$ cat config.mk
export PLATFORM = sky130hd
export DESIGN_NAME = regfile_access_ctrl
export DESIGN_NICKNAME = d
export VERILOG_FILES = /design/src/rtl/regfile_access_ctrl.sv
export SDC_FILE = /design/constraint.sdc
export NUM_CORES = 1
export LEC_CHECK = 0
export BUFFER_PORTS_ARGS = -buffer_cell sky130_fd_sc_hd__buf_2
export CAP_MARGIN = 20
export CORE_MARGIN = 2
export CORE_UTILIZATION = 28
export CTS_BUF_LIST = sky130_fd_sc_hd__clkbuf_4
export DETAILED_ROUTE_END_ITERATION = 6
export PLACE_DENSITY = 0.5
export SYNTH_ARGS = -nofsm -noshare
export SYNTH_HDL_FRONTEND = slang
export SYNTH_SLANG_ARGS = --single-unit
$ cat constraint.sdc
create_clock -name clk -period 2.5 [get_ports clk]
set_clock_uncertainty 0.1 [all_clocks]
set_input_delay 0.5 -clock clk [delete_from_list [all_inputs] [get_ports clk]]
set_output_delay 0.5 -clock clk [all_outputs]
set_load 0.005 [all_outputs]
$ cat src/rtl/regfile_access_ctrl.sv
// Host command initiator for the 8x8 register file.
// Serves write, read, clear-all and dump-all requests with valid/ready handshakes.
module regfile_access_ctrl #(
    parameter int DATA_W = 8,
    parameter int ADDR_W = 3
) (
    input  logic              clk,
    input  logic              rst,
    input  logic              cmd_valid,
    output logic              cmd_ready,
    input  logic [1:0]        cmd_op,
    input  logic [ADDR_W-1:0] cmd_addr,
    input  logic [DATA_W-1:0] cmd_wdata,
    output logic              rsp_valid,
    input  logic              rsp_ready,
    output logic [ADDR_W-1:0] rsp_addr,
    output logic [DATA_W-1:0] rsp_data,
    output logic              rsp_last,
    output logic              busy,
    output logic [ADDR_W-1:0] rf_read_port_1,
    input  logic [DATA_W-1:0] rf_read_data_1,
    output logic [ADDR_W-1:0] rf_write_port_1,
    output logic [DATA_W-1:0] rf_write_data,
    output logic              rf_write_enable
);

    localparam int N = 1 << ADDR_W;
    localparam logic [ADDR_W:0] LAST = (ADDR_W+1)'(N - 1);

    typedef enum logic [2:0] {
        IDLE, WR, RD, RSP, CLR, DRD, DRSP
    } state_t;

    state_t            state_q, state_d;
    logic [ADDR_W:0]   idx_q, idx_d;
    logic [ADDR_W:0]   idx_nxt;
    logic              we_q, we_d;
    logic [ADDR_W-1:0] wport_q, wport_d;
    logic [DATA_W-1:0] wdata_q, wdata_d;
    logic [ADDR_W-1:0] rport_q, rport_d;
    logic              rvalid_q, rvalid_d;
    logic [ADDR_W-1:0] raddr_q, raddr_d;
    logic [DATA_W-1:0] rdata_q, rdata_d;
    logic              rlast_q, rlast_d;

    assign idx_nxt = idx_q + 1'b1;

    assign cmd_ready       = (state_q == IDLE);
    assign busy            = (state_q != IDLE);
    assign rsp_valid       = rvalid_q;
    assign rsp_addr        = raddr_q;
    assign rsp_data        = rdata_q;
    assign rsp_last        = rlast_q;
    assign rf_read_port_1  = rport_q;
    assign rf_write_port_1 = wport_q;
    assign rf_write_data   = wdata_q;
    assign rf_write_enable = we_q;

    // Next-state and registered-output decode for every command sequence
    always_comb begin
        state_d  = state_q;
        idx_d    = idx_q;
        we_d     = we_q;
        wport_d  = wport_q;
        wdata_d  = wdata_q;
        rport_d  = rport_q;
        rvalid_d = rvalid_q;
        raddr_d  = raddr_q;
        rdata_d  = rdata_q;
        rlast_d  = rlast_q;
        unique case (state_q)
            IDLE: begin
                if (cmd_valid) begin
                    unique case (cmd_op)
                        2'b00: begin
                            state_d = WR;
                            we_d    = 1'b1;
                            wport_d = cmd_addr;
                            wdata_d = cmd_wdata;
                        end
                        2'b01: begin
                            state_d = RD;
                            rport_d = cmd_addr;
                        end
                        2'b10: begin
                            state_d = CLR;
                            we_d    = 1'b1;
                            wport_d = '0;
                            wdata_d = '0;
                            idx_d   = '0;
                        end
                        default: begin
                            state_d = DRD;
                            rport_d = '0;
                            idx_d   = '0;
                        end
                    endcase
                end
            end
            WR: begin
                we_d    = 1'b0;
                state_d = IDLE;
            end
            RD: begin
                rdata_d  = rf_read_data_1;
                raddr_d  = rport_q;
                rlast_d  = 1'b1;
                rvalid_d = 1'b1;
                state_d  = RSP;
            end
            RSP: begin
                if (rsp_ready) begin
                    rvalid_d = 1'b0;
                    state_d  = IDLE;
                end
            end
            CLR: begin
                if (idx_q == LAST) begin
                    we_d    = 1'b0;
                    state_d = IDLE;
                end else begin
                    idx_d   = idx_nxt;
                    wport_d = idx_nxt[ADDR_W-1:0];
                end
            end
            DRD: begin
                rdata_d  = rf_read_data_1;
                raddr_d  = idx_q[ADDR_W-1:0];
                rlast_d  = (idx_q == LAST);
                rvalid_d = 1'b1;
                state_d  = DRSP;
            end
            DRSP: begin
                if (rsp_ready) begin
                    rvalid_d = 1'b0;
                    if (rlast_q) begin
                        state_d = IDLE;
                    end else begin
                        idx_d   = idx_nxt;
                        rport_d = idx_nxt[ADDR_W-1:0];
                        state_d = DRD;
                    end
                end
            end
            default: begin
                state_d = IDLE;
                we_d    = 1'b0;
            end
        endcase
    end

    // State and output registers; reset abandons any sequence in flight
    always_ff @(posedge clk or posedge rst) begin
        if (rst) begin
            state_q  <= IDLE;
            idx_q    <= '0;
            we_q     <= 1'b0;
            wport_q  <= '0;
            wdata_q  <= '0;
            rport_q  <= '0;
            rvalid_q <= 1'b0;
            raddr_q  <= '0;
            rdata_q  <= '0;
            rlast_q  <= 1'b0;
        end else begin
            state_q  <= state_d;
            idx_q    <= idx_d;
            we_q     <= we_d;
            wport_q  <= wport_d;
            wdata_q  <= wdata_d;
            rport_q  <= rport_d;
            rvalid_q <= rvalid_d;
            raddr_q  <= raddr_d;
            rdata_q  <= rdata_d;
            rlast_q  <= rlast_d;
        end
    end

endmodule
# After elaboration in Yosys (flattened, before gate mapping)
# Index checks and enable logic that the tools add are counted.
[totals] input_bits=25 ram_bits=0 latchBits=0 out_inout_bits=30 ff_bits=35 romBits=0 wordCells=83 memories=0
[classes] muxes=31 n_bitwise=1 n_reduce_logical=21 n_shift=0 n_eq_ne=19 add_sub_neg=1 div=0 n_lt_le_gt_ge=0 mul=0
[ops] operator="3-bit 2-to-1 mux" n=10
[ops] operator="3-bit case mux with 2 select lines" n=5
[ops] operator="4-bit 2-to-1 mux" n=5
[ops] operator="2-bit inequality test, second input constant" n=9
[ops] operator="3-bit case mux with 6 select lines" n=1
[ops] operator="8-bit case mux with 2 select lines" n=1
[ops] operator="4-bit case mux with 3 select lines" n=1
[ops] operator="4-bit AND reduction" n=3
[ops] operator="2-bit nonzero test" n=5
[ops] operator="3-bit equality test, second input constant" n=3
[ops] operator="3-bit case mux with 3 select lines" n=1
[ops] operator="2-bit OR reduction" n=4
[ops] operator="3-bit by 2-bit equality test with 1-bit output, second input constant" n=2
[ops] operator="6-bit AND reduction" n=1
[ops] operator="3-bit nonzero test" n=2
[ops] operator="5-bit AND reduction" n=1
[ops] operator="4-bit by 1-bit adder with 4-bit output, second input constant" n=1
[ops] operator="4-bit by 3-bit equality test with 1-bit output, second input constant" n=1
[ops] operator="1-bit 2-to-1 mux" n=4
[ops] operator="1-bit case mux with 2 select lines" n=2
[ops] operator="4-bit OR reduction" n=1
[ops] operator="3-bit logical NOT" n=1
[ops] operator="3-bit by 1-bit inequality test with 1-bit output, second input constant" n=1
[ops] operator="1-bit case mux with 3 select lines" n=1
[ops] operator="7 further kinds" n=7

# Depth between registers and ports, before layout
# Gate-level depths: netlist (run 1).
[logic_depth] word_depth=5 mapped_depth=7 ltp_nobuf=6

# Least setup slack after synthesis (run 1)
# No wires, ideal clock.
[synth_path] kind="reg2reg" from="register state_q[2]" to="register state_q[2]" setup_time_ns=0.138 path_slack_ns=0.627 required_ns=2.262 synth_period_minus_slack_ns=1.873 path_stages_with_launch=7 t_arrival_ns=1.635 path_buffers=1 cell_sequence="dfrtp_1 > buf_6 > or3_4 > a221o_1 > a31oi_1 > mux2i_1 > o211ai_1"
[synth_via] elab_chain_cells=3 elab_cells_between_ends=12 classes_between="9 x eq/ne; 1 x mux; 2 x reduce/logical"
[synth_rtl] item="start: declaration" line="34" text="state_t state_q, state_d;"
[synth_rtl] item="start signal: assignment" line="166" text="state_q <= state_d;"
[synth_rtl] item="3-bit equality test (tied with other cells)" line="71" text="unique case (state_q)"
[synth_rtl] item="2-bit inequality test (no source line)"
[synth_rtl] item="4-bit AND reduction (no source line)"
# Parallel ways exist; a longest one is shown, timed or not.
# A chain may end at the register's enable or synchronous reset.

# Final worst setup path (run 1)
[layout_path] from="register state_q[2]" to="output cmd_ready"
[layout_via] elab_chain_cells=1
[layout_rtl] item="3-bit logical NOT" line="48" text="assign cmd_ready = (state_q == IDLE);"
[layout_rtl] item="end: declaration" line="10" text="output logic cmd_ready,"
# Every way passes these cells.

==> impl_results.md, run 1 <==
- Most instantiated cells after synthesis: dfrtp_1, nand2_1, o21ai_0, nor2_1, a21oi_1
- Hold Path Class: primary input to async pin
- Fmax: 455.0 MHz
- Die Area: 7210 sq um
- PortBufs: 54
- Top cells by area, synth: dfrtp_1, nand2_1, mux2_2, o21ai_0, ha_1
- # DRC: 0
- CTS tree: done
- Vias/cell: 4.730
- Post-Syn Area: 1833 sq um
- Core area: 6350 sq um
- Maximum VDD drop: 0.0004804 V
- Ys async rst share: 1.000
- Hold Fails Final Rpt: 0
- Starting Density: 0.2887
- Post-Route WL: 4611 um
- Maximum number of pins on one net before global-route repair: 36
- Power per Cell Area: 1163 nW/um^2
- Die Ht: 84.91 um
- Sink Count: 35
- CP arrival: 1.60 ns
- Distinct cell type count after synthesis: 38
- Tot Pwr: 2.658 mW
- Crit path kind: flip-flop to output port
- Layout fillers: 643
- Post-route setup slack: 0.3021 ns
- Vias in the first global route: 1602
- Max clock buf depth: 2
- Die width: 84.91 um
- Buffers inserted by post-CTS timing repair: 0
- Post-synth top area share: 0.4778
- Overflow left after global routing: 0
- Leading area contributor after synthesis: dfrtp_1
- CTS H-Tree Depth: 2
- Setup violators final: 0
- Placement Cell Area: 2205 sq um
- Final #Nets: 289
- Initial antenna violation count: 0
- Yosys warnings: 0
- Final instance area: 2285 sq um
- Total CTS buffers: 5
- Cts hold-fix bufs: 0
- EDFF count, synth: 0
- Status: completed
- Reg2Reg Depth: 5
- CTS clk-pin slew, worst paths: 0.11 ns
- Avg WL per Cell: 13.68 um
- Final Max Slew Viols: 0
- Pre-CTS WS: 0.4029 ns
- Share of cells above drive strength 1: 0.3077
- HPWL after DPL: 3419 um
- Layout area overhead: 24.64%
- Final setup TNS: 0 ns
- Non-filler cells, final: 337
- Unrepaired setup endpoints after global routing: no
- Main synth FF type: dfrtp_1
- Reg2Reg Setup Slack: 0.39 ns
- Worst slew margin: 0.5963
- Fin crit share: 0.8791
- Worst r2r src: state_q[2]$_DFFE_PP0P_
- Count leader, synth: dfrtp_1
- 1st-pass router iterations: 4
- Synth Net Count: 231
- CP Data Required Time: 1.90 ns
- Clk Latency, worst-skew pair: 0.33 ns
- Row Count: 29
- Via count: 1594
- Number of synthesized register bits: 35
- Max Cap Viol: 0
- CP Capture Type: output port
- # diodes: 0
- Sequential cell area fraction in the yosys report: 0.4778
- Slew @ Worst Pin: 0.5992 ns
- CP Launch Type: flip-flop
- Syn_area_per_cell: 9.119 sq um
- CP startpoint: state_q[2]$_DFFE_PP0P_
- Worst Hold Slack: 0.1359 ns
- Total GRT Usage: 0.1324
- Post-layout util: 0.3598
- Inst Count DP: 329
- RR Endpoint: state_q[2]$_DFFE_PP0P_
- Global-route wire length before repair: 7748 um
- GPL Wtd Cong: 0.8494
- Root Driver: clkbuf_4
- Antenna Nets Post-Route: 0
- CP Max Fanout: 15
- Ports: 55
- Shortest period the worst path allows: 2.198 ns
- Cells after Synth: 201
- Initial drt markers: 59
- Post-CTS Resized: 0
- Leakage Power: 1.102 nW
==> placed cells by master (no fill, tap or decap), types with 7 or more instances in the layout <==
cell type	Yosys	final
a21oi_1	12	12
nor2_1	14	14
o21ai_0	24	24
buf_2	2	54
buf_4	0	7
nand2_1	33	33
dfrtp_1	35	35
nand2b_1	10	10
inv_1	8	8
mux2_2	11	11
==> final cells by class <==
cell class / instances / area (sq um) / share of cell area
clock buffers: 5 / 37.54 / 0.01643
clock inverters: 3 / 42.54 / 0.01862
inverters: 8 / 30.03 / 0.01314
multi-input cells: 148 / 879.6 / 0.3850
flip-flops and latches: 35 / 875.8 / 0.3834
well taps: 77 / 96.34 / 0.04217
repair buffers: 61 / 322.8 / 0.1413
==> cells by family after synthesis <==
logic type	Yosys count	synth area share
AND/OR/NAND/NOR	71	0.1802
multiplexers	12	0.07304
AO/OA/AOI/OAI	60	0.1925
buffers and inverters	18	0.04232
flip-flops	35	0.4778
adder cells (fa/ha/maj)	5	0.03413
==> worst max-delay path by stage <==
stage	to	cells after the start
after floorplan	state_q[2]$_DFFE_PP0P_	6
after global placement	rsp_data[5]$_DFFE_PP0P_	5
after detailed placement	rf_read_port_1[2]$_DFFE_PP0P_	6
after CTS	cmd_ready	3
after global routing	rf_read_port_1[2]$_DFFE_PP0P_	6
final	cmd_ready	3
==> layer usage <==
metal  GRT usage  share of wire  routed length (um)  vias up
met5           0              0                   0        -
met4     0.03030         0.0091                  42        0
met3     0.04280          0.070                 322        5
met2      0.2069           0.45                2057       49
met1      0.1800           0.47                2188      726
li1            -              -                   -      814
==> critical path, stage by stage (launching register included) <==
cell and delay (ns):
dfrtp_1 0.57, or3_1 0.46, inv_1 0.11, buf_2 0.12
==> registers in the layout, indices dropped and copies added, names as in the netlist <==
name             flops
rf_write_port_1      3
idx_q                4
rsp_valid            1
rsp_data             8
rf_write_enable      1
rsp_last             1
rf_write_data        8
rf_read_port_1       3
state_q              3
rsp_addr             3
==> power by group <==
part           leakage (nW)  switching [mW]  internal [mW]
combinational         0.624           0.612          0.594
clock                0.0432           0.201          0.211
sequential            0.435           0.212          0.829
No activity file was read; power rests on OpenSTA's default activity.
==> run 2, diff against run 1 <==
--- a/config.mk
+++ b/config.mk
@@ -5,13 +5,14 @@
 export SDC_FILE = /design/constraint.sdc
 export NUM_CORES = 1
 export LEC_CHECK = 0
+export ABC_AREA = 1
 export BUFFER_PORTS_ARGS = -buffer_cell sky130_fd_sc_hd__buf_2
 export CAP_MARGIN = 20
 export CORE_MARGIN = 2
 export CORE_UTILIZATION = 28
 export CTS_BUF_LIST = sky130_fd_sc_hd__clkbuf_4
 export DETAILED_ROUTE_END_ITERATION = 6
-export PLACE_DENSITY = 0.5
+export PLACE_DENSITY = 0.49
 export SYNTH_ARGS = -nofsm -noshare
 export SYNTH_HDL_FRONTEND = slang
 export SYNTH_SLANG_ARGS = --single-unit
==> impl_results.md, run 2 <==
- Status: completed
- Yosys warnings: 0
- CP Launch Type: flip-flop
- Avg WL per Cell: 12.37 um
- Post-route setup slack: 0.4777 ns
- Worst r2r src: state_q[1]$_DFFE_PP0P_
- Register Area: 875.8 sq um
- Setup violators final: 0
- Die width: 86.09 um
- Layout area overhead: 21.49%
- Share of cells above drive strength 1: 0.2609
- CP Max Fanout: 8
- Crit path kind: flip-flop to output port
- Clk Latency, worst-skew pair: 0.34 ns
- Post-Syn Area: 1887 sq um
- Power per Cell Area: 1087 nW/um^2
- Die Area: 7411 sq um
- Reg2Reg Setup Slack: 0.76 ns
- Distinct cell type count after synthesis: 24
- CP arrival: 1.42 ns
- Shortest period the worst path allows: 2.022 ns
- Maximum number of pins on one net before global-route repair: 36
- CP Data Required Time: 1.90 ns
- 1st-pass router iterations: 4
- Fin crit share: 0.8089
- Row Count: 29
- Ports: 55
- Peak per-stage delay on the critical path: 0.51 ns
- Number of synthesized register bits: 35
- Placement Cell Area: 2211 sq um
- Sink Count: 35
- Most instantiated cells after synthesis: nand2_1, dfrtp_1, nand3_1, inv_1, nor2_1
- Syn_area_per_cell: 7.765 sq um
- Total CTS buffers: 5
- Unrepaired setup endpoints after global routing: no
- Leakage Power: 1.253 nW
- RR Endpoint: rsp_last$_DFFE_PP0P_
- Reg2Reg Depth: 5
- Commonest non-fill, non-tap cell in the layout: nand2_1
- Post-Route WL: 4651 um
- Starting Density: 0.2938
- PortBufs: 54
- Sequential cell area fraction in the yosys report: 0.4642
- CTS H-Tree Depth: 2
- Main synth FF type: dfrtp_1
- Maximum VDD drop: 0.0002143 V
- Worst slew margin: 0.6118
- Synth Net Count: 273
- Top cells by area, synth: dfrtp_1, nand2_1, nand3_1, inv_1, nor2_1
- Antenna Nets Post-Route: 0
- Root Driver: clkbuf_4
- CP top delay family: flip-flops
- HPWL after DPL: 3506 um
- CP Capture Type: output port
- Count leader, synth: nand2_1
- # DRC: 0
- Crit path buffers/inverters: 2
- Total GRT Usage: 0.1333
- Slew @ Worst Pin: 0.5805 ns
- CP cell instances: nor2_4 -> nand2_2 -> inv_1 -> buf_2
- Pre-CTS WS: 0.6680 ns
- CTS clk-pin slew, worst paths: 0.12 ns
- Commonest non-fill, non-tap cells in the layout: nand2_1, buf_2, dfrtp_1
- Final setup TNS: 0 ns
- Vias in the first global route: 1564
- Hold Fails Final Rpt: 0
- Initial antenna violation count: 0
- Final instance area: 2292 sq um
- Multi-input gate area: 859.6 sq um
- Core area: 6422 sq um
- Vias/cell: 4.553
- Post-synth top area share: 0.4642
- GPL Wtd Cong: 0.8498
- Buffers inserted by post-CTS timing repair: 0
- Leading area contributor after synthesis: dfrtp_1
- # diodes: 0
- Via count: 1712
- Post-layout util: 0.3569
- Cells after Synth: 243
- Overflow left after global routing: 0
- Max Cap Viol: 0
- Hold Path Class: primary input to async pin
- Ys async rst share: 1.000
- Post-CTS Resized: 0
- Final #Nets: 328
- Die Ht: 86.09 um
- Critical path depth: 4
- EDFF count, synth: 0
- Cts hold-fix bufs: 0
- Fmax: 494.5 MHz
- Initial drt markers: 75
- CP max stage cell: dfrtp_1
- Global-route wire length before repair: 7700 um
- Max clock buf depth: 2
- Layout fillers: 695
- CTS tree: done
- Final Max Slew Viols: 0
==> run 2: changes by cell type in the layout (fill, tap and decap cells not counted), moves of 4 or more <==
cell	change
a21oi_1	-9
buf_4	-6
inv_1	+18
mux2_2	-11
nand2_1	+41
nand2b_1	-10
nand3_1	+30
nor2_1	+8
o21ai_0	-8
o22ai_1	-4
==> run 2: cells by family after synthesis <==
family	Yosys count	synth area share
DFF	35	0.4642
xor gates and xnor gates	1	0.004643
and+or+nand+nor	141	0.3356
buffers and inverters	34	0.08024
AOI/OAI and AO/OA	27	0.08223
adders and majority gates	5	0.03316
==> run 2: routing by layer <==
layer	routed length [um]	GRT usage	vias to the layer above	part of all wire
met4	53	0.04762	0	0.011
met2	2125	0.2079	35	0.46
met3	247	0.03176	5	0.053
met1	2225	0.1800	780	0.48
met5	0	0	-	0
li1	-	-	892	-
==> run 2: worst max path at each step <==
stage	slack, ns	end	from
finish	0.48	cmd_ready	state_q[1]$_DFFE_PP0P_
floorplan	0.99	idx_q[0]$_DFFE_PP0P_	cmd_op[1]
global route	0.38	cmd_ready	state_q[1]$_DFFE_PP0P_
detailed placement	0.67	rf_read_port_1[1]$_DFFE_PP0P_	cmd_op[0]
CTS	0.45	cmd_ready	state_q[1]$_DFFE_PP0P_
global placement	0.68	rf_read_port_1[0]$_DFFE_PP0P_	cmd_op[0]
==> run 2: stage by stage <==
stage	cells	power, mW	hold slack [ns]
5_1_grt	376	2.734	0.1702
4_1_cts	376	2.538	0.1412
6_report	376	2.491	0.1427
3_3_place_gp	368	2.101	0.3509
2_1_floorplan	243	1.699	0.3636
3_5_place_dp	368	2.107	0.3566
==> run 2: cell type report <==
class	count	area share
clock buffers	5	0.01638
repair buffers	55	0.1212
clock inverters	3	0.01910
multi-input cells	174	0.3750
well taps	77	0.04203
inverters	27	0.04421
flip-flops and latches	35	0.3821
==> run 2: worst min-delay path, stage by stage <==
cell and delay [ns]:
buf_2 0.09, inv_1 0.04, buf_4 0.40
==> run 2: report_power, final <==
group          leakage, nW  internal, mW  switching (mW)
logic                0.768         0.430           0.657
registers            0.440         0.808           0.178
clock network       0.0452         0.210           0.207
total                 1.25          1.45            1.04
